$ cat config.mk
export PLATFORM = sky130hd
export DESIGN_NAME = ddr3_dm_lane_tx_ctrl
export DESIGN_NICKNAME = d
export VERILOG_FILES = /design/src/rtl/ddr3_dm_lane_tx_ctrl.sv
export SDC_FILE = /design/constraint.sdc
export NUM_CORES = 1
export LEC_CHECK = 0
export BUFFER_PORTS_ARGS = -buffer_cell sky130_fd_sc_hd__buf_2
export CORE_UTILIZATION = 50
export CTS_CLUSTER_DIAMETER = 100
export DETAILED_ROUTE_END_ITERATION = 16
export PLACE_DENSITY_LB_ADDON = 0.12
export SYNTH_ARGS = -nofsm -noshare
export SYNTH_HDL_FRONTEND = slang
export SYNTH_SLANG_ARGS = --single-unit
$ cat constraint.sdc
create_clock -name FAB_CLK -period 2 [get_ports FAB_CLK]
set_input_delay 0.3 -clock FAB_CLK [delete_from_list [all_inputs] [get_ports FAB_CLK]]
set_output_delay 0.3 -clock FAB_CLK [all_outputs]
set_load 0.005 [all_outputs]
$ cat src/rtl/ddr3_dm_lane_tx_ctrl.sv
// DDR3 DM lane fabric-side TX controller: write-mask latency/OE window and IOD delay-line sequencer.
// Optional macro DDR3_DM_TAPCNT_EN adds the signed TAP_POS tap-position counter output.
module ddr3_dm_lane_tx_ctrl #(
    parameter int unsigned MAX_WR_LAT = 7,
    parameter int unsigned MOVE_GAP   = 3,
    parameter int unsigned TAP_W      = 8
) (
    input  logic             FAB_CLK,
    input  logic             ARST_N,
    input  logic [2:0]       WR_LAT,
    input  logic             WRDATA_EN,
    input  logic [7:0]       WRDATA_MASK,
    output logic [7:0]       TX_DATA_0,
    output logic [3:0]       OE_DATA_0,
    input  logic             DLY_REQ,
    input  logic             DLY_LOAD,
    input  logic             DLY_DIR,
    input  logic [TAP_W-1:0] DLY_TAPS,
    output logic             DELAY_LINE_MOVE_0,
    output logic             DELAY_LINE_DIRECTION_0,
    output logic             DELAY_LINE_LOAD_0,
    input  logic             DELAY_LINE_OUT_OF_RANGE_0,
    output logic             DLY_BUSY,
    output logic             DLY_DONE,
    output logic             DLY_ERR
`ifdef DDR3_DM_TAPCNT_EN
    ,
    output logic signed [TAP_W:0] TAP_POS
`endif
);

    localparam int unsigned Depth = MAX_WR_LAT + 2;
    localparam int unsigned IdxW  = $clog2(Depth);
    localparam int unsigned GapW  = (MOVE_GAP > 1) ? $clog2(MOVE_GAP) : 1;

    // ---------------------------------------------------------------- write path
    logic [Depth-1:0] en_q;
    logic [7:0]       mask_q [MAX_WR_LAT+1];
    logic [IdxW-1:0]  lat;
    logic             cur_en, pre_en, post_en;
    logic [7:0]       tx_d, tx_q;
    logic [3:0]       oe_d, oe_q;

    always_comb begin
        if (32'(WR_LAT) > MAX_WR_LAT) lat = IdxW'(MAX_WR_LAT);
        else                          lat = IdxW'(WR_LAT);
    end

    always_ff @(posedge FAB_CLK or negedge ARST_N) begin
        if (!ARST_N) begin
            en_q <= '0;
            for (int i = 0; i <= int'(MAX_WR_LAT); i++) mask_q[i] <= '0;
        end else begin
            en_q      <= {en_q[Depth-2:0], WRDATA_EN};
            mask_q[0] <= WRDATA_MASK;
            for (int i = 1; i <= int'(MAX_WR_LAT); i++) mask_q[i] <= mask_q[i-1];
        end
    end

    // Stage k is visible k+1 cycles after acceptance; the output register adds one more.
    always_comb begin
        cur_en  = en_q[lat];
        post_en = en_q[lat + IdxW'(1)];
        pre_en  = (lat == '0) ? WRDATA_EN : en_q[lat - IdxW'(1)];
        tx_d    = 8'h00;
        oe_d    = 4'h0;
        if (cur_en) begin
            tx_d = mask_q[lat];
            oe_d = 4'hF;
        end else begin
            oe_d[3] = pre_en;
            oe_d[0] = post_en;
        end
    end

    always_ff @(posedge FAB_CLK or negedge ARST_N) begin
        if (!ARST_N) begin
            tx_q <= '0;
            oe_q <= '0;
        end else begin
            tx_q <= tx_d;
            oe_q <= oe_d;
        end
    end

    assign TX_DATA_0 = tx_q;
    assign OE_DATA_0 = oe_q;

    // ------------------------------------------------------- delay sequencer
    typedef enum logic [2:0] {StIdle, StLoad, StSetDir, StMove, StGap, StDone} dly_state_e;

    dly_state_e       state_q, state_d;
    logic [TAP_W-1:0] taps_q, taps_d;
    logic [GapW-1:0]  gap_q, gap_d;
    logic             dir_q, dir_d;
    logic             err_q, err_d;

    always_ff @(posedge FAB_CLK or negedge ARST_N) begin
        if (!ARST_N) begin
            state_q <= StIdle;
            taps_q  <= '0;
            gap_q   <= '0;
            dir_q   <= 1'b0;
            err_q   <= 1'b0;
        end else begin
            state_q <= state_d;
            taps_q  <= taps_d;
            gap_q   <= gap_d;
            dir_q   <= dir_d;
            err_q   <= err_d;
        end
    end

    always_comb begin
        state_d = state_q;
        taps_d  = taps_q;
        gap_d   = gap_q;
        dir_d   = dir_q;
        err_d   = err_q;
        case (state_q)
            StIdle: begin
                if (DLY_REQ) begin
                    taps_d  = DLY_TAPS;
                    dir_d   = DLY_DIR;
                    err_d   = 1'b0;
                    state_d = DLY_LOAD ? StLoad : StSetDir;
                end
            end
            StLoad:   state_d = (taps_q != '0) ? StSetDir : StDone;
            StSetDir: state_d = (taps_q != '0) ? StMove : StDone;
            StMove: begin
                taps_d = taps_q - TAP_W'(1);
                if (DELAY_LINE_OUT_OF_RANGE_0) begin
                    err_d   = 1'b1;
                    state_d = StDone;
                end else if (taps_q == TAP_W'(1)) begin
                    state_d = StDone;
                end else begin
                    gap_d   = GapW'(MOVE_GAP - 1);
                    state_d = StGap;
                end
            end
            StGap: begin
                if (DELAY_LINE_OUT_OF_RANGE_0) begin
                    err_d   = 1'b1;
                    state_d = StDone;
                end else if (gap_q == '0) begin
                    state_d = StMove;
                end else begin
                    gap_d = gap_q - GapW'(1);
                end
            end
            StDone:  state_d = StIdle;
            default: state_d = StIdle;
        endcase
    end

    // Pulses decode straight from the state register so reset kills them at once.
    assign DELAY_LINE_MOVE_0      = (state_q == StMove);
    assign DELAY_LINE_LOAD_0      = (state_q == StLoad);
    assign DELAY_LINE_DIRECTION_0 = dir_q;
    assign DLY_BUSY               = (state_q != StIdle);
    assign DLY_DONE               = (state_q == StDone);
    assign DLY_ERR                = err_q;

`ifdef DDR3_DM_TAPCNT_EN
    localparam logic signed [TAP_W:0] PosMax = {1'b0, {TAP_W{1'b1}}};
    localparam logic signed [TAP_W:0] PosMin = {1'b1, {TAP_W{1'b0}}};

    logic signed [TAP_W:0] pos_q;

    always_ff @(posedge FAB_CLK or negedge ARST_N) begin
        if (!ARST_N) begin
            pos_q <= '0;
        end else if (state_q == StLoad) begin
            pos_q <= '0;
        end else if (state_q == StMove) begin
            if (dir_q && (pos_q != PosMax))       pos_q <= pos_q + (TAP_W+1)'(1);
            else if (!dir_q && (pos_q != PosMin)) pos_q <= pos_q - (TAP_W+1)'(1);
        end
    end

    assign TAP_POS = pos_q;
`endif

endmodule
# Word-level counts from Yosys, hierarchy flattened
# Cells that the tools add are included.
# word_totals
ff_bits,100
elab_cells,85
# op_classes
n_addsub,4
order_cmp,4
n_eq_ne,13
muxes,33
bitwise,1
n_reduce_logical,14
# ops
cell,n
$mux W8,4
$bmux W8 S3,1
$pmux W8 S2,1
$mux W3,5
$pmux W3 S5,1
$mux W2,6
$lt A4 B5 Y1 const B,2
$mux W1,10
$ne A2 B2 Y1 const B,5
$bmux W1 S4,2
$eq A8 B1 Y1 const B,1
$reduce_bool A8 Y1,1
$sub A8 B1 Y8 const B,1
$eq A3 B2 Y1 const B,2
$eq A3 B3 Y1 const B,2
$reduce_and A2 Y1,3
$reduce_bool A2 Y1,3
$ge A5 B4 Y1 const B,1
$lt A3 B5 Y1 const B,1
$not A3 Y5,1
$reduce_and A5 Y1,1
$add A3 B1 Y4 const B,1
$logic_not A4 Y1,1
$pmux W2 S2,1
12 further kinds,12

# Depth between registers and ports, before layout
# Gate-level depths: netlist of the first run.
# logic_depth
depth_word,5
ltp_mapped,8

# Least setup slack after synthesis of the first run
# No wires, ideal clock.
# synth_path
path_kind,input -> register
start,input port WR_LAT[1]
end,"register oe_q[3], in the netlist OE_DATA_0[3]"
setup_ns,0.142
arrival_ns,1.720
t_required_ns,1.858
setup_slack_ns,0.138
stages,8
path_cell_list,buf_2 -> buf_2 -> inv_1 -> ha_1 -> xor2_1 -> mux4_2 -> mux2i_1 -> o221ai_1
# synth_between
elab_chain_len,5
elab_cells_between_ends,8
classes_between,add/sub (1); mux (6); reduce/logical (1)
# synth_rtl
item,line_no,rtl
"start, declared",10,"input logic [2:0] WR_LAT,"
$sub A3 B1 Y4,64,pre_en = (lat == '0) ? WRDATA_EN : en_q[lat - IdxW'(1)];
$bmux W1 S4,64,
$mux W1 (not written as such),64,
$mux W1,64,
$mux W1 *,67,if (cur_en) begin
via oe_d[3],42,"logic [3:0] oe_d, oe_q;"
"end signal, assigned",79,oe_q <= '0;
"end signal, assigned",82,oe_q <= oe_d;
"end, declared",42,
# Mark *: on every way through the listed nets, which the timed path passes. The rest lies on a longest branch. The select of a mux whose other input is x is not followed.
# A chain may end at the register's enable or synchronous reset.

# Final worst setup path of the first run
# layout_path
start,register state_q[1]
end,output port DELAY_LINE_MOVE_0
# layout_between
elab_chain_len,1
# layout_rtl
item,line_no,rtl
"start, declared",92,"dly_state_e state_q, state_d;"
"start signal, assigned",100,state_q <= StIdle;
"start signal, assigned",106,state_q <= state_d;
$eq A3 B2 Y1,159,assign DELAY_LINE_MOVE_0 = (state_q == StMove);
"end, declared",19,"output logic DELAY_LINE_MOVE_0,"
# No other way between the ends.

==> reports/qor.yml, run 1 <==
die_h_um: 90.53
status: "completed"
power_per_cell_area_nw_per_um2: 1083
critPathLaunch: "state_q[1]"
yosysTopAreaCell: "dfrtp_1"
critPathArrivalTime_ps: 1570
post-route-drc-count: 0
cts_sinks: 99
crit_path_end: "DELAY_LINE_MOVE_0"
synth_ff_type: "dfrtp_1"
synthAdderAreaFrac: 0.01916
diodes: 0
whs_ps: 38.72
dpl.hpwl_mm: 4.667
syn_area_per_cell_um2: 14.10
clockBufferDepth: 2
endpoint_kind: "output pin"
ant_nets: 0
path_clk_slew_ps: 100
synth_top_family_by_area: "multiplexers"
synth_commonest_cells: "dfrtp_1, nand2_1, mux4_2"
yosysUniqueCellTypes: 45
ioPinCount: 44
syn_nets: 310
total_power_mw: 4.898
hold_viol: 0
cts_tree: "built"
synth.most_common_cell: "dfrtp_1"
synth-compound-area-share: 0.08078
power.leakage_nw: 2.048
reg2reg_depth: 5
die_x_um: 90.53
placementRows: 31
drt-wirelength-per-cell_um: 15.91
final_cells: 438
fp.coreArea_um2: 7408
rr_startpoint: "taps_q[1]"
grt_pass1_vias: 2328
synth.area.top_cells: "dfrtp_1, mux4_2, nand2_1"
rsz0062_at_grt: "false"
synthXorXnorAreaFrac: 0.002235
crit_fanout: 15
cp.depth: 4
start_kind: "register"
finalMaxSlewViolations: 0
grt_max_degree: 53
crit_buf_inv: 3
via_count: 2365
placed_area_um2: 4303
postRouteWirelength_mm: 6.970
criticalPathCategory: "reg2out"
cts_setup_buffers: 0
cts-root-buf: "clkbuf_8"
firstDrtPassIters: 4
cap_violations: 0
area_delta_synth_final_pct: 15.42
viasPerCell: 5.400
syn_area_um2: 3919
setup_slack_ps: 127.9
synthCells: 278
nNetsFinal: 366
synth_top_cell_area_share: 0.6322
dp.cells: 421
max_stage_delay_ps: 390
synthMuxAreaShare: 0.1450
die_area_um2: 8196
skew_ps: 14.32
track_usage: 0.1862
drive_above_1_share: 0.3097
synthArstFlopShare: 1.000
detailedPlace.worstSlack_ps: 189.6
fin_util: 0.6105
critPathRequiredTime_ps: 1700
synth-simple-area-share: 0.08908
grt_pass1_wl_mm: 11.76
crit_slowest_cell: "dfrtp_1"
fmax_ghz: 0.5342
ir_worst_vdd_v: 0.0004919
synth.yosys.seq_area_share: 0.6322
io_buffer_count: 43
post-route-cell-area_um2: 4523
path_delay_family: "buffers and inverters"
finalSetupTns_ps: 0
crit_path_cell_trace: "buf_4, nand3b_1, clkinvlp_4, buf_2"
ys_warn_count: 0
htree_num_levels: 3
max_slew_margin: 0.6704
drtIter0Drc: 107
cts-buffers-inserted: 9
antenna_found_initial: 0
worst_slew_pin_slew_ps: 491.1
place.gp.congestion: 0.7874
period_share: 0.9361
hp-class: "in2reg"
synth_edf_count: 0
timing.rr.end: "taps_q[6]"
grt-ovfl-total: 0
setup_viol: 0
final.min_clock_period_ps: 1872
insertion_delay_ps: 360
ys_ff_latch: 99
start_util: 0.5290
reg2reg_setup_slack_ps: 230
==> logic make-up (layout without fill, tap and decap cells) <==
logic type	count (synthesis)	count (layout)
AO/OA/AOI/OAI	47	47
XOR/XNOR	1	1
adder cells (fa/ha/maj)	6	6
buffers and inverters	25	86
flip-flops	99	99
multiplexers	29	29
AND/OR/NAND/NOR	71	71
==> layer usage <==
| layer | GRT usage | vias up | wire length, µm |
|---|---|---|---|
| met2 | 0.2727 | 45 | 3175 |
| met3 | 0.04461 | 4 | 224 |
| met1 | 0.2766 | 1196 | 3508 |
| met4 | 0.05914 | 0 | 62 |
| met5 | 0 | - | 0 |
| li1 | - | 1120 | - |
==> worst min path at each step <==
stage	start	end	slack (ps)	depth (start not counted)
floorplan	ARST_N	DELAY_LINE_DIRECTION_0	4	0
global placement	ARST_N	gap_q[0]	230	1
detailed placement	ARST_N	mask_q[54]	230	1
CTS	WRDATA_MASK[4]	mask_q[60]	20	1
global route	WRDATA_MASK[4]	mask_q[60]	10	1
finish	WRDATA_MASK[4]	mask_q[60]	40	1
==> flip-flops by register name, summed over array words and instances (netlist names) <==
register and flops:
DELAY_LINE_DIRECTION_0 1, en_q 9, taps_q 8, gap_q 2
TX_DATA_0 8, mask_q 64, OE_DATA_0 3, DLY_ERR 1
state_q 3
==> repair_timing <==
action                                  4_1_cts  5_1_grt
endpoints found under the setup margin        0        1
hold endpoints to repair                     22        0
resized for setup                             0        1
hold buffers                                  1        0
==> report_power, final <==
group          switching, mW  internal (mW)  total, mW
combinational          0.610          0.535       1.14
clock                  0.714          0.608       1.32
sequential             0.185           2.25       2.43
==> area by class of cell <==
class | count | area [µm²]
Clock buffer | 10 | 127.6
Clock inverter | 6 | 78.83
Fill cell | 590 | 2885
Inverter | 11 | 45.04
Multi-Input combinational cell | 154 | 1318
Sequential cell | 99 | 2477
Tap cell | 99 | 123.9
Timing Repair Buffer | 59 | 352.8
==> layout by cell type (no fill, tap or decap), types with 3 or more instances in the layout <==
| cell | instances |
|---|---|
| nor3_1 | 3 |
| buf_4 | 15 |
| nor2_1 | 12 |
| nand3_1 | 9 |
| dfrtp_1 | 99 |
| clkbuf_8 | 9 |
| mux4_2 | 22 |
| nand2_1 | 32 |
| buf_2 | 42 |
| o21ai_0 | 10 |
| o211ai_1 | 3 |
| inv_1 | 9 |
| a21oi_1 | 16 |
| ha_1 | 6 |
| mux2i_1 | 5 |
| a211oi_1 | 3 |
| and3_1 | 3 |
Power figures use the tool's default switching activity.
==> run 2: changes to the inputs <==
REMOVE_ABC_BUFFERS = 1   (was default)
==> reports/qor.yml, run 2 (synthesized netlist as in run 1, its figures left out) <==
status: "completed"
period_share: 0.9148
nNetsFinal: 364
worst_slew_pin_slew_ps: 508.1
placementRows: 31
endpoint_kind: "output pin"
regArea_um2: 2477
power.leakage_nw: 2.035
place.gp.congestion: 0.8396
grt-ovfl-total: 0
fmax_ghz: 0.5466
antenna_found_initial: 0
holdPathEnd: "mask_q[61]"
n_fill_cell: 595
rsz0062_at_grt: "false"
criticalPathCategory: "reg2out"
grt_pass1_wl_mm: 12.30
rr_startpoint: "taps_q[1]"
insertion_delay_ps: 360
postRouteWirelength_mm: 7.074
io_buffer_count: 43
timing.rr.end: "taps_q[6]"
grt_max_degree: 45
htree_num_levels: 3
die_h_um: 90.53
fin_util: 0.6077
skew_ps: 8.425
via_count: 2371
cts-root-buf: "clkbuf_8"
drtIter0Drc: 88
cts_tree: "built"
path_clk_slew_ps: 110
whs_ps: 36.38
largestRegisters: "mask_q: 64 flops, en_q: 9 flops"
drt-wirelength-per-cell_um: 16.22
clkPwrFrac: 0.258
detailedPlace.worstSlack_ps: 120.7
cts_sinks: 99
grt_pass1_vias: 2394
sw_frac_of_total: 0.3196
finalMaxSlewViolations: 0
hp-class: "in2reg"
start_util: 0.5290
largest_register_ffs: 64
critPathLaunch: "state_q[1]"
hold_depth: 1
critPathArrivalTime_ps: 1530
setup_slack_ps: 170.5
power_per_cell_area_nw_per_um2: 1068
dp.cells: 419
switchingPower_mw: 1.537
firstDrtPassIters: 5
crit_fanout: 9
cts-buffers-inserted: 9
drive_above_1_share: 0.3056
multi_input_comb_area_um2: 1318
finalSetupTns_ps: 0
setup_viol: 0
ant_nets: 0
cap_violations: 0
ir_worst_vdd_v: 0.0004692
placed_area_um2: 4288
ioPinCount: 44
top_register: "mask_q"
post-route-drc-count: 0
hold_viol: 0
worstHoldStart: "WRDATA_MASK[5]"
final.min_clock_period_ps: 1830
reg2reg_setup_slack_ps: 250
layout_common_cells: "dfrtp_1, buf_2, nand2_1"
fp.coreArea_um2: 7408
max_slew_margin: 0.6613
post-route-cell-area_um2: 4502
reg2reg_depth: 5
total_power_mw: 4.808
dpl.hpwl_mm: 4.943
final_cells: 436
cts_setup_buffers: 0
viasPerCell: 5.438
start_kind: "register"
diodes: 0
die_area_um2: 8196
track_usage: 0.1954
clockBufferDepth: 2
seq_power_share: 0.510
die_x_um: 90.53
internal-power_mw: 3.271
combPwrFrac: 0.232
critPathRequiredTime_ps: 1700
mostFrequentLayoutCell: "dfrtp_1"
area_delta_synth_final_pct: 14.88
==> run 2: layer usage <==
layer  global-route usage  vias up  share of wire
met1               0.2824     1200           0.47
met2               0.2942       51           0.48
met3              0.04966        8          0.044
met5                    0        -              0
met4              0.05914        0          0.010
li1                     -     1112              -
==> run 2: worst max path at each step <==
| stage | endpoint | slack, ps |
|---|---|---|
| floorplan | taps_q[6] | 260 |
| global placement | OE_DATA_0[3] | 200 |
| detailed placement | OE_DATA_0[3] | 120 |
| CTS | DLY_BUSY | 150 |
| global route | DELAY_LINE_MOVE_0 | 70 |
| finish | DLY_BUSY | 170 |
==> run 2: final cells by class <==
class / count / area share
Inverter: 11 / 0.009172
Clock inverter: 7 / 0.01779
Clock buffer: 9 / 0.02752
Tap cell: 99 / 0.02752
Timing Repair Buffer: 57 / 0.07504
Sequential cell: 99 / 0.5503
Multi-Input combinational cell: 154 / 0.2927
==> run 2: power by group through the flow <==
stage / combinational (mW) / sequential [mW] / clock (mW)
final: 1.12 / 2.45 / 1.24
after global routing: 1.26 / 2.49 / 1.37
after CTS: 1.13 / 2.45 / 1.29
after detailed placement: 1.13 / 2.49 / 0
after global placement: 1.10 / 2.48 / 0
after floorplan: 0.663 / 2.48 / 0
==> run 2: repair_timing <==
item	CTS	global route
hold endpoints to repair	35	0
gates resized for setup	0	0
hold buffers	1	0
==> run 2: worst max-delay path, stage by stage, from the launching register on <==
cell and delay [ps]:
dfrtp_1 480, buf_4 210, or3_1 360, buf_2 130
